`config.mk`:
```
export PLATFORM = sky130hd
export DESIGN_NAME = muldiv_unit
export DESIGN_NICKNAME = d
export VERILOG_FILES = /design/src/rtl/muldiv_unit.sv
export SDC_FILE = /design/constraint.sdc
export NUM_CORES = 1
export LEC_CHECK = 0
export BUFFER_PORTS_ARGS = -buffer_cell sky130_fd_sc_hd__buf_2
export CAP_MARGIN = 20
export CORE_UTILIZATION = 56
export DETAILED_ROUTE_END_ITERATION = 8
export PLACE_DENSITY = 0.73
export SLEW_MARGIN = 25
export SYNTH_ARGS = -nofsm -noshare
export SYNTH_HDL_FRONTEND = slang
export SYNTH_SLANG_ARGS = --single-unit
```
`constraint.sdc`:
```
create_clock -name CLK -period 5 [get_ports CLK]
set_clock_uncertainty 0.1 [all_clocks]
set_input_delay 1.25 -clock CLK [delete_from_list [all_inputs] [get_ports CLK]]
set_output_delay 1.25 -clock CLK [all_outputs]
set_load 0.05 [all_outputs]
```
`src/rtl/muldiv_unit.sv`:
```
// muldiv_unit: iterative radix-2 multiply/divide unit, sequential companion to the EX-stage ALU.
// Latency: request accepted at edge k -> out_valid high after edge k+WIDTH+1, for every op.
// Backpressure: result held in DONE until out_ready; in_ready is high only in IDLE.
// Ports: CLK / nRST (sync, active-low) | in_valid, in_ready, op, porta, portb, tag_in (request)
//        out_valid, out_ready, out_port, tag_out, zero, negative, overflow, divzero (result)
//        flush (abort in-flight or held op) | busy (state != IDLE)
module muldiv_unit #(
   parameter int WIDTH = 32,
   parameter int TAG_W = 4
) (
   input  logic             CLK,
   input  logic             nRST,
   input  logic             in_valid,
   output logic             in_ready,
   input  logic [2:0]       op,
   input  logic [WIDTH-1:0] porta,
   input  logic [WIDTH-1:0] portb,
   input  logic [TAG_W-1:0] tag_in,
   input  logic             flush,
   output logic             out_valid,
   input  logic             out_ready,
   output logic [WIDTH-1:0] out_port,
   output logic [TAG_W-1:0] tag_out,
   output logic             zero,
   output logic             negative,
   output logic             overflow,
   output logic             divzero,
   output logic             busy
);

   localparam int CNT_W = $clog2(WIDTH);
   localparam logic [WIDTH-1:0] MIN_V = {1'b1, {(WIDTH-1){1'b0}}};

   localparam logic [2:0] OP_MULLO  = 3'b000;
   localparam logic [2:0] OP_MULHI  = 3'b001;
   localparam logic [2:0] OP_MULHIU = 3'b010;
   localparam logic [2:0] OP_DIV    = 3'b011;
   localparam logic [2:0] OP_DIVU   = 3'b100;
   localparam logic [2:0] OP_REM    = 3'b101;
   localparam logic [2:0] OP_REMU   = 3'b110;

   typedef enum logic [1:0] {S_IDLE, S_CALC, S_FIX, S_DONE} state_t;

   state_t           r_state;
   state_t           w_next;
   logic [CNT_W-1:0] r_cnt;
   logic [2:0]       r_op;
   logic [TAG_W-1:0] r_tag;
   // r_a: multiplicand or divisor magnitude. {r_hi,r_lo}: product, or remainder/quotient.
   logic [WIDTH-1:0] r_a;
   logic [WIDTH-1:0] r_hi;
   logic [WIDTH-1:0] r_lo;
   logic             r_neg_res;
   logic             r_neg_rem;
   logic             r_dz;
   logic             r_ovf_div;

   logic [WIDTH-1:0] r_out;
   logic [TAG_W-1:0] r_tag_out;
   logic             r_zero;
   logic             r_neg;
   logic             r_ovf;
   logic             r_divz;

   // ---------------- request decode ----------------
   logic             w_accept;
   logic             w_op_div;
   logic             w_op_sgn;
   logic             w_sa;
   logic             w_sb;
   logic [WIDTH-1:0] w_maga;
   logic [WIDTH-1:0] w_magb;

   assign w_accept = in_ready & in_valid & ~flush;
   assign w_op_div = (op >= OP_DIV) && (op <= OP_REMU);
   // MULLO is treated as signed so its overflow flag can be derived from the signed product
   assign w_op_sgn = (op == OP_MULLO) || (op == OP_MULHI) || (op == OP_DIV) || (op == OP_REM);
   assign w_sa     = w_op_sgn & porta[WIDTH-1];
   assign w_sb     = w_op_sgn & portb[WIDTH-1];
   assign w_maga   = w_sa ? -porta : porta;
   assign w_magb   = w_sb ? -portb : portb;

   // ---------------- iteration step ----------------
   logic             w_r_div;
   logic             w_last;
   logic [WIDTH:0]   w_mul_sum;
   logic [WIDTH:0]   w_rem_sh;
   logic [WIDTH-1:0] w_sub;
   logic             w_ge;

   assign w_r_div   = (r_op >= OP_DIV) && (r_op <= OP_REMU);
   assign w_last    = (r_cnt == CNT_W'(WIDTH-1));
   assign w_mul_sum = {1'b0, r_hi} + (r_lo[0] ? {1'b0, r_a} : '0);
   assign w_rem_sh  = {r_hi, r_lo[WIDTH-1]};
   assign w_ge      = (w_rem_sh >= {1'b0, r_a});
   // when w_ge holds the difference is below the divisor, so the low WIDTH bits are exact
   assign w_sub     = w_rem_sh[WIDTH-1:0] - r_a;

   // ---------------- sign fix / special cases ----------------
   logic [2*WIDTH-1:0] w_prod;
   logic [WIDTH-1:0]   w_quo;
   logic [WIDTH-1:0]   w_rem;
   logic [WIDTH-1:0]   w_res;
   logic               w_res_ovf;

   assign w_prod = r_neg_res ? -{r_hi, r_lo} : {r_hi, r_lo};
   // divide by zero naturally leaves the dividend magnitude in r_hi, so REM/REMU need no override
   assign w_quo  = r_dz ? '1 : (r_neg_res ? -r_lo : r_lo);
   assign w_rem  = r_neg_rem ? -r_hi : r_hi;

   always_comb begin
      w_res     = '0;
      w_res_ovf = 1'b0;
      case (r_op)
         OP_MULLO: begin
            w_res     = w_prod[WIDTH-1:0];
            w_res_ovf = (w_prod[2*WIDTH-1:WIDTH] != {WIDTH{w_prod[WIDTH-1]}});
         end
         OP_MULHI, OP_MULHIU: w_res = w_prod[2*WIDTH-1:WIDTH];
         // MIN / -1 falls out of the magnitude path as MIN with remainder 0
         OP_DIV: begin
            w_res     = w_quo;
            w_res_ovf = r_ovf_div;
         end
         OP_DIVU: w_res = w_quo;
         OP_REM: begin
            w_res     = w_rem;
            w_res_ovf = r_ovf_div;
         end
         OP_REMU: w_res = w_rem;
         default: w_res = '0;
      endcase
   end

   // ---------------- FSM ----------------
   always_ff @(posedge CLK) begin
      if (!nRST) r_state <= S_IDLE;
      else       r_state <= w_next;
   end

   always_comb begin
      w_next = r_state;
      if (flush) begin
         w_next = S_IDLE;
      end else begin
         case (r_state)
            S_IDLE:  if (in_valid)  w_next = S_CALC;
            S_CALC:  if (w_last)    w_next = S_FIX;
            S_FIX:                  w_next = S_DONE;
            S_DONE:  if (out_ready) w_next = S_IDLE;
            default:                w_next = S_IDLE;
         endcase
      end
   end

   always_comb begin
      in_ready  = 1'b0;
      out_valid = 1'b0;
      busy      = 1'b1;
      case (r_state)
         S_IDLE: begin
            in_ready = 1'b1;
            busy     = 1'b0;
         end
         S_DONE:  out_valid = 1'b1;
         default: ;
      endcase
   end

   // ---------------- datapath ----------------
   always_ff @(posedge CLK) begin
      if (!nRST) begin
         r_cnt     <= '0;
         r_op      <= '0;
         r_tag     <= '0;
         r_a       <= '0;
         r_hi      <= '0;
         r_lo      <= '0;
         r_neg_res <= 1'b0;
         r_neg_rem <= 1'b0;
         r_dz      <= 1'b0;
         r_ovf_div <= 1'b0;
         r_out     <= '0;
         r_tag_out <= '0;
         r_zero    <= 1'b0;
         r_neg     <= 1'b0;
         r_ovf     <= 1'b0;
         r_divz    <= 1'b0;
      end else begin
         if (flush) begin
            r_cnt <= '0;
         end else if (w_accept) begin
            r_cnt     <= '0;
            r_op      <= op;
            r_tag     <= tag_in;
            r_hi      <= '0;
            r_a       <= w_op_div ? w_magb : w_maga;
            r_lo      <= w_op_div ? w_maga : w_magb;
            r_neg_res <= w_sa ^ w_sb;
            r_neg_rem <= w_sa;
            r_dz      <= w_op_div && (portb == '0);
            r_ovf_div <= ((op == OP_DIV) || (op == OP_REM)) && (porta == MIN_V) && (portb == '1);
         end else if (r_state == S_CALC) begin
            r_cnt <= w_last ? '0 : r_cnt + 1'b1;
            if (w_r_div) begin
               // restoring division: quotient bits shift in at the bottom of r_lo
               if (w_ge) begin
                  r_hi <= w_sub;
                  r_lo <= {r_lo[WIDTH-2:0], 1'b1};
               end else begin
                  r_hi <= w_rem_sh[WIDTH-1:0];
                  r_lo <= {r_lo[WIDTH-2:0], 1'b0};
               end
            end else begin
               // shift-add: multiplier bits consumed from r_lo[0], product bits enter at the top
               r_hi <= w_mul_sum[WIDTH:1];
               r_lo <= {w_mul_sum[0], r_lo[WIDTH-1:1]};
            end
         end

         if ((r_state == S_FIX) && !flush) begin
            r_out     <= w_res;
            r_tag_out <= r_tag;
            r_zero    <= (w_res == '0);
            r_neg     <= w_res[WIDTH-1];
            r_ovf     <= w_res_ovf;
            r_divz    <= r_dz;
         end
      end
   end

   assign out_port = r_out;
   assign tag_out  = r_tag_out;
   assign zero     = r_zero;
   assign negative = r_neg;
   assign overflow = r_ovf;
   assign divzero  = r_divz;

endmodule
```
After elaboration in Yosys (flattened, before gate mapping)
Index checks and enable logic that the tools add are counted.
- bits in registers: 154
- input port bits: 76
- output and inout port bits: 43
- logic and storage cells: 109
- add/sub/neg operators: 8
- $lt $le $gt $ge: 5
- equal/unequal tests: 19
- mux-type cells: 27
- bitwise gates (word level): 7
- reduce and logical (&&, ||, !) cells: 26
- operators with widths (cell ; number):
    $mux 32 ; 15
    $neg 32->32 ; 4
    $pmux 32 s4 ; 1
    $eq 32x32->1 const B ; 2
    $logic_not 32->1 ; 2
    $mux 64 ; 1
    $neg 64->64 ; 1
    $add 32x32->33 ; 1
    $ge 33x32->1 ; 1
    $ne 32x32->1 ; 1
    $sub 32x32->32 ; 1
    $eq 3x3->1 const B ; 4
    $reduce_or 2->1 ; 5
    $eq 3x2->1 const B ; 3
    $pmux 2 s4 ; 1
    $eq 3x1->1 const B ; 2
    $ge 3x2->1 const B ; 2
    $le 3x3->1 const B ; 2
    $logic_and 1x1->1 ; 6
    $logic_not 3->1 ; 2
    $mux 2 ; 3
    $ne 2x2->1 const B ; 3
    $add 5x1->5 const B ; 1
    $eq 5x5->1 const B ; 1
    other kinds (15) ; 27

Depth between registers and ports, before layout
- word-level depth: 8
- depth in mapped cells: 15
- gate-level depth less buffers: 14

Worst setup path after synthesis
Ideal clock, no wire load.
- path type: in2reg
- from: in portb[4]
- to: reg r_a[30]
- setup time: 0.087 ns
- arrival: 3.812 ns
- required time: 4.813 ns
- setup slack: 1.001 ns
- stages: 9
- buffers on the path: 0
- cells stage by stage: or4_1 -> nor4_2 -> nand3_1 -> or3_1 -> or3_1 -> o41ai_1 -> xnor2_1 -> nor2_1 -> o31ai_1
- cells in the longest elaborated chain, start to end: 3
- RTL lines (item ; RTL line ; RTL):
    start: declaration ; 17 ; input logic [WIDTH-1:0] portb,
    $neg 32->32 ; 81 ; assign w_magb = w_sb ? -portb : portb;
    $mux 32 ; 81 ;
    $mux 32 ; 197 ; r_a <= w_op_div ? w_magb : w_maga;
    end signal: assignment ; 197 ;
    end: declaration ; 50 ; logic [WIDTH-1:0] r_a;
Every way passes these cells.
A chain may end at the register's enable or synchronous reset.

Worst setup path after layout
- from: reg r_hi[1]
- to: reg r_zero, in the netlist zero
- cells in the longest elaborated chain, start to end: 4
- elaborated cells between the ends (all ways): 6
- classes of those cells: add/sub (2); mux (3); reduce/logical (1)
- RTL lines (item ; RTL line ; RTL):
    start: declaration ; 51 ; logic [WIDTH-1:0] r_hi;
    start signal: assignment ; 208 ; r_hi <= w_sub;
    start signal: assignment ; 211 ; r_hi <= w_rem_sh[WIDTH-1:0];
    start signal: assignment ; 216 ; r_hi <= w_mul_sum[WIDTH:1];
    $neg 64->64 or $neg 32->32 (tied branches) ; 106, 109 ;
    $mux 64 or $mux 32 (tied branches) ; 106, 109 ;
    $pmux 32 s4 (*) ; 114 ; case (r_op)
    $logic_not 32->1 (*) ; 224 ; r_zero <= (w_res == '0);
    end signal: assignment ; 224 ;
    end: declaration ; 60 ; logic r_zero;
Mark *: on every way between the ends. The rest lies on a longest branch, timed or not.

==> results_dict.tcl <==
set metrics [dict create \
    crit_fanout 9 \
    p_leak_nw 7.41 \
    fin_nets 2367 \
    use_met3_pct 7.62 \
    seq_area_frac_synth_pct 19.7 \
    syn_nets 2327 \
    dieHeight_microns 169 \
    status "finished, final reports clean" \
    fillers 2544 \
    synth.distinct_cells 80 \
    syn-mean-instance-area_sq_um 7.15 \
    die-area_sq_mm 0.0284 \
    initial_utilization_pct 57.3 \
    ir_worst_vdd_mv 0.202 \
    ios 119 \
    post-route-min-period_ns 4.23 \
    min_to "r_a[12]" \
    numCtsBuffers 17 \
    gr-usage-met1_pct 55.0 \
    final_core_util_pct 63.5 \
    n_antenna_cell 0 \
    layout.cells.non_filler 2599 \
    cp_data_required_time_ns 5.30 \
    worst_pin_slew_ns 1.07 \
    postSynthCellCount 2174 \
    synth_top_flop_cell "dfxtp_1" \
    drcViolationCount 0 \
    hpwl_microns 43600 \
    routed_wl_microns 57700 \
    max_stage_delay_ns 0.64 \
    hold_viol_final 0 \
    rsz0062_at_grt "false" \
    post_cts_buffers 0 \
    numPortBuffers 118 \
    clk_pin_slew_ns 0.08 \
    htree_levels 4 \
    cpMaxStageDelayCell "or4_1" \
    fmax_mhz 236 \
    cts_resized 0 \
    wire_per_inst_microns 22.2 \
    finalSetupTns_ns 0 \
    min_delay_path_depth 2 \
    first_pass_iters 5 \
    clock_path_buffers 2 \
    overflow 0 \
    core_area_sq_mm 0.0271 \
    synth_area_sq_mm 0.0155 \
    cts_sinks 153 \
    via_per_inst 6.69 \
    placedCellCount 2566 \
    hold_path.startpoint "r_a[12]" \
    synth_edf_count 0 \
    worstSetupPathType "reg2reg" \
    grtUsageTotal_pct 40.5 \
    syn_to_final_growth_pct 10.7 \
    cp_cell_sequence "buf_4 > inv_1 > ha_1 > nor3b_1 > buf_4 > nand4_1 > or4_1 > o21ai_1 > xor2_1 > o21bai_1 > nor4_1 > nand4_1 > nor3_2 > a41o_1" \
    ff2ff_path_depth 14 \
    worstSetupEndpointType "flop" \
    finalPower_mw 4.12 \
    row_count 60 \
    first_global_vias 15800 \
    setup_violations 0 \
    grt_use_met2_pct 60.9 \
    timing.rr.end "zero" \
    final_max_slew_viol_count 0 \
    drv_cap 0 \
    cts_root_buf "clkbuf_16" \
    top_usage_layer "met2" \
    synthArstFlopShare_pct 0 \
    place_ws_ns 0.545 \
    grt_first_pass_wirelength_microns 89500 \
    die_w_microns 169 \
    drive_gt1_share_pct 11.7 \
    finalCritPeriodShare_pct 84.6 \
    gp_congestion 1.03 \
    startpoint_type "flop" \
    yosysWarnings 0 \
    synth-seq-cells 153 \
    worstReg2RegStart "r_hi[1]" \
    hold_path.class "reg2reg" \
    worstPathArrival_ns 4.53 \
    ant_nets 0 \
    via_count 17400 \
    drt_iter0_markers 2050 \
    slew_headroom_pct 28.5 \
    rrSetupSlack_ns 0.77 \
    antenna_found_initial 0 \
    cts_hold_buf 0 \
    layout_setup_ws_ns 0.769 \
    clk_latency_ns 0.46 \
    grt_max_degree 69 \
    cts_tree "built" \
    power_density_mw_per_mm2 239 \
]
critical path: cells and delay by family, from the launching register on:
family,cells,cell delay [ns]
and+or+nand+nor,6,1.89
DFF,1,0.31
AOI/OAI and AO/OA,3,0.58
xor gates and xnor gates,1,0.37
adders and majority gates,1,0.43
buffers and inverters,3,0.48
per-stage QoR:
| stage | hold WS, ns | area (sq um) |
|---|---|---|
| global route | 0.387 | 17200 |
| detailed placement | 0.357 | 16600 |
| finish | 0.364 | 17200 |
| global placement | 0.348 | 16600 |
| floorplan | 0.341 | 15500 |
| CTS | 0.365 | 17200 |
layout by cell type (no fill, tap or decap), drive strengths merged, types with 32 or more instances in the layout:
master / netlist / final
nand2: 281 / 281
buf: 23 / 186
nor2: 168 / 168
a21oi: 162 / 162
dfxtp: 153 / 153
o21ai: 141 / 141
xnor2: 108 / 108
xor2: 94 / 94
ha: 75 / 75
inv: 66 / 75
nand3: 62 / 62
mux2i: 48 / 48
nor3: 46 / 46
nor4: 45 / 45
a21boi: 40 / 40
o31ai: 37 / 37
o211ai: 35 / 35
a21o: 34 / 34
nand4: 32 / 32
cell type report:
class | count | area [sq um] | share of cell area, %
multi-input combinational | 1789 | 11700 | 67.8
clock buffer | 17 | 425 | 2.47
clock inverter | 15 | 194 | 1.13
sequential | 153 | 3060 | 17.8
tap | 372 | 465 | 2.70
timing repair buffer | 186 | 1140 | 6.60
inverter | 67 | 251 | 1.46
where the power goes:
group | leakage (nW) | switching [mW] | internal, mW
combinational | 5.87 | 0.896 | 0.481
sequential | 1.24 | 0.0883 | 1.27
clock | 0.300 | 0.698 | 0.687
routing by layer:
metal  part of all wire, %  wire length, microns
met3                    11                  6280
met1                    41                 23900
met2                    42                 24200
met5                     0                     0
met4                   5.7                  3260
worst max-delay path by stage:
stage	startpoint	end	slack (ns)	cells after the start
after floorplan	portb[4]	r_a[30]	1.00	9
after global placement	portb[4]	r_a[30]	0.63	10
after detailed placement	portb[4]	r_a[30]	0.54	10
after CTS	r_lo[0]	r_hi[25]	0.89	14
after global routing	r_hi[6]	zero	0.55	11
final	r_hi[1]	zero	0.77	14
registers in the layout (all words and copies together), names as in the netlist, 2 cells and up:
name      flops
out_port     32
r_a          32
r_lo         32
r_cnt         5
r_state       2
r_tag         4
tag_out       4
r_hi         32
r_op          3
Yosys cell counts (all sizes together), types with 19 or more instances:
| master | number | area share (%) |
|---|---|---|
| a211oi | 19 | 0.92 |
| a21boi | 40 | 1.9 |
| a21o | 34 | 1.6 |
| a21oi | 162 | 5.2 |
| a221oi | 19 | 1.1 |
| a31oi | 30 | 1.2 |
| buf | 23 | 0.72 |
| clkbuf | 142 | 3.4 |
| dfxtp | 153 | 20 |
| ha | 75 | 6.0 |
| inv | 66 | 1.6 |
| mux2i | 48 | 3.1 |
| nand2 | 281 | 6.8 |
| nand3 | 62 | 2.0 |
| nand4 | 32 | 1.3 |
| nor2 | 168 | 4.1 |
| nor2b | 19 | 0.76 |
| nor3 | 46 | 1.5 |
| nor4 | 45 | 1.9 |
| o211a | 23 | 1.5 |
| o211ai | 35 | 1.7 |
| o21ai | 141 | 4.7 |
| o31ai | 37 | 1.9 |
| o41ai | 23 | 1.3 |
| or3 | 22 | 0.92 |
| or4 | 22 | 1.1 |
| xnor2 | 108 | 6.1 |
| xor2 | 94 | 5.3 |
kinds of logic (layout without fill, tap and decap cells):
family	after synthesis	count (layout)	share of synthesized area, %
xor gates and xnor gates	202	202	11.4
buffers and inverters	232	285	5.76
muxes	49	49	3.16
AOI/OAI and AO/OA	678	678	29.5
adders and majority gates	78	78	6.36
DFF	153	153	19.7
and+or+nand+nor	782	782	24.1
No activity file was read; power rests on OpenSTA's default activity.
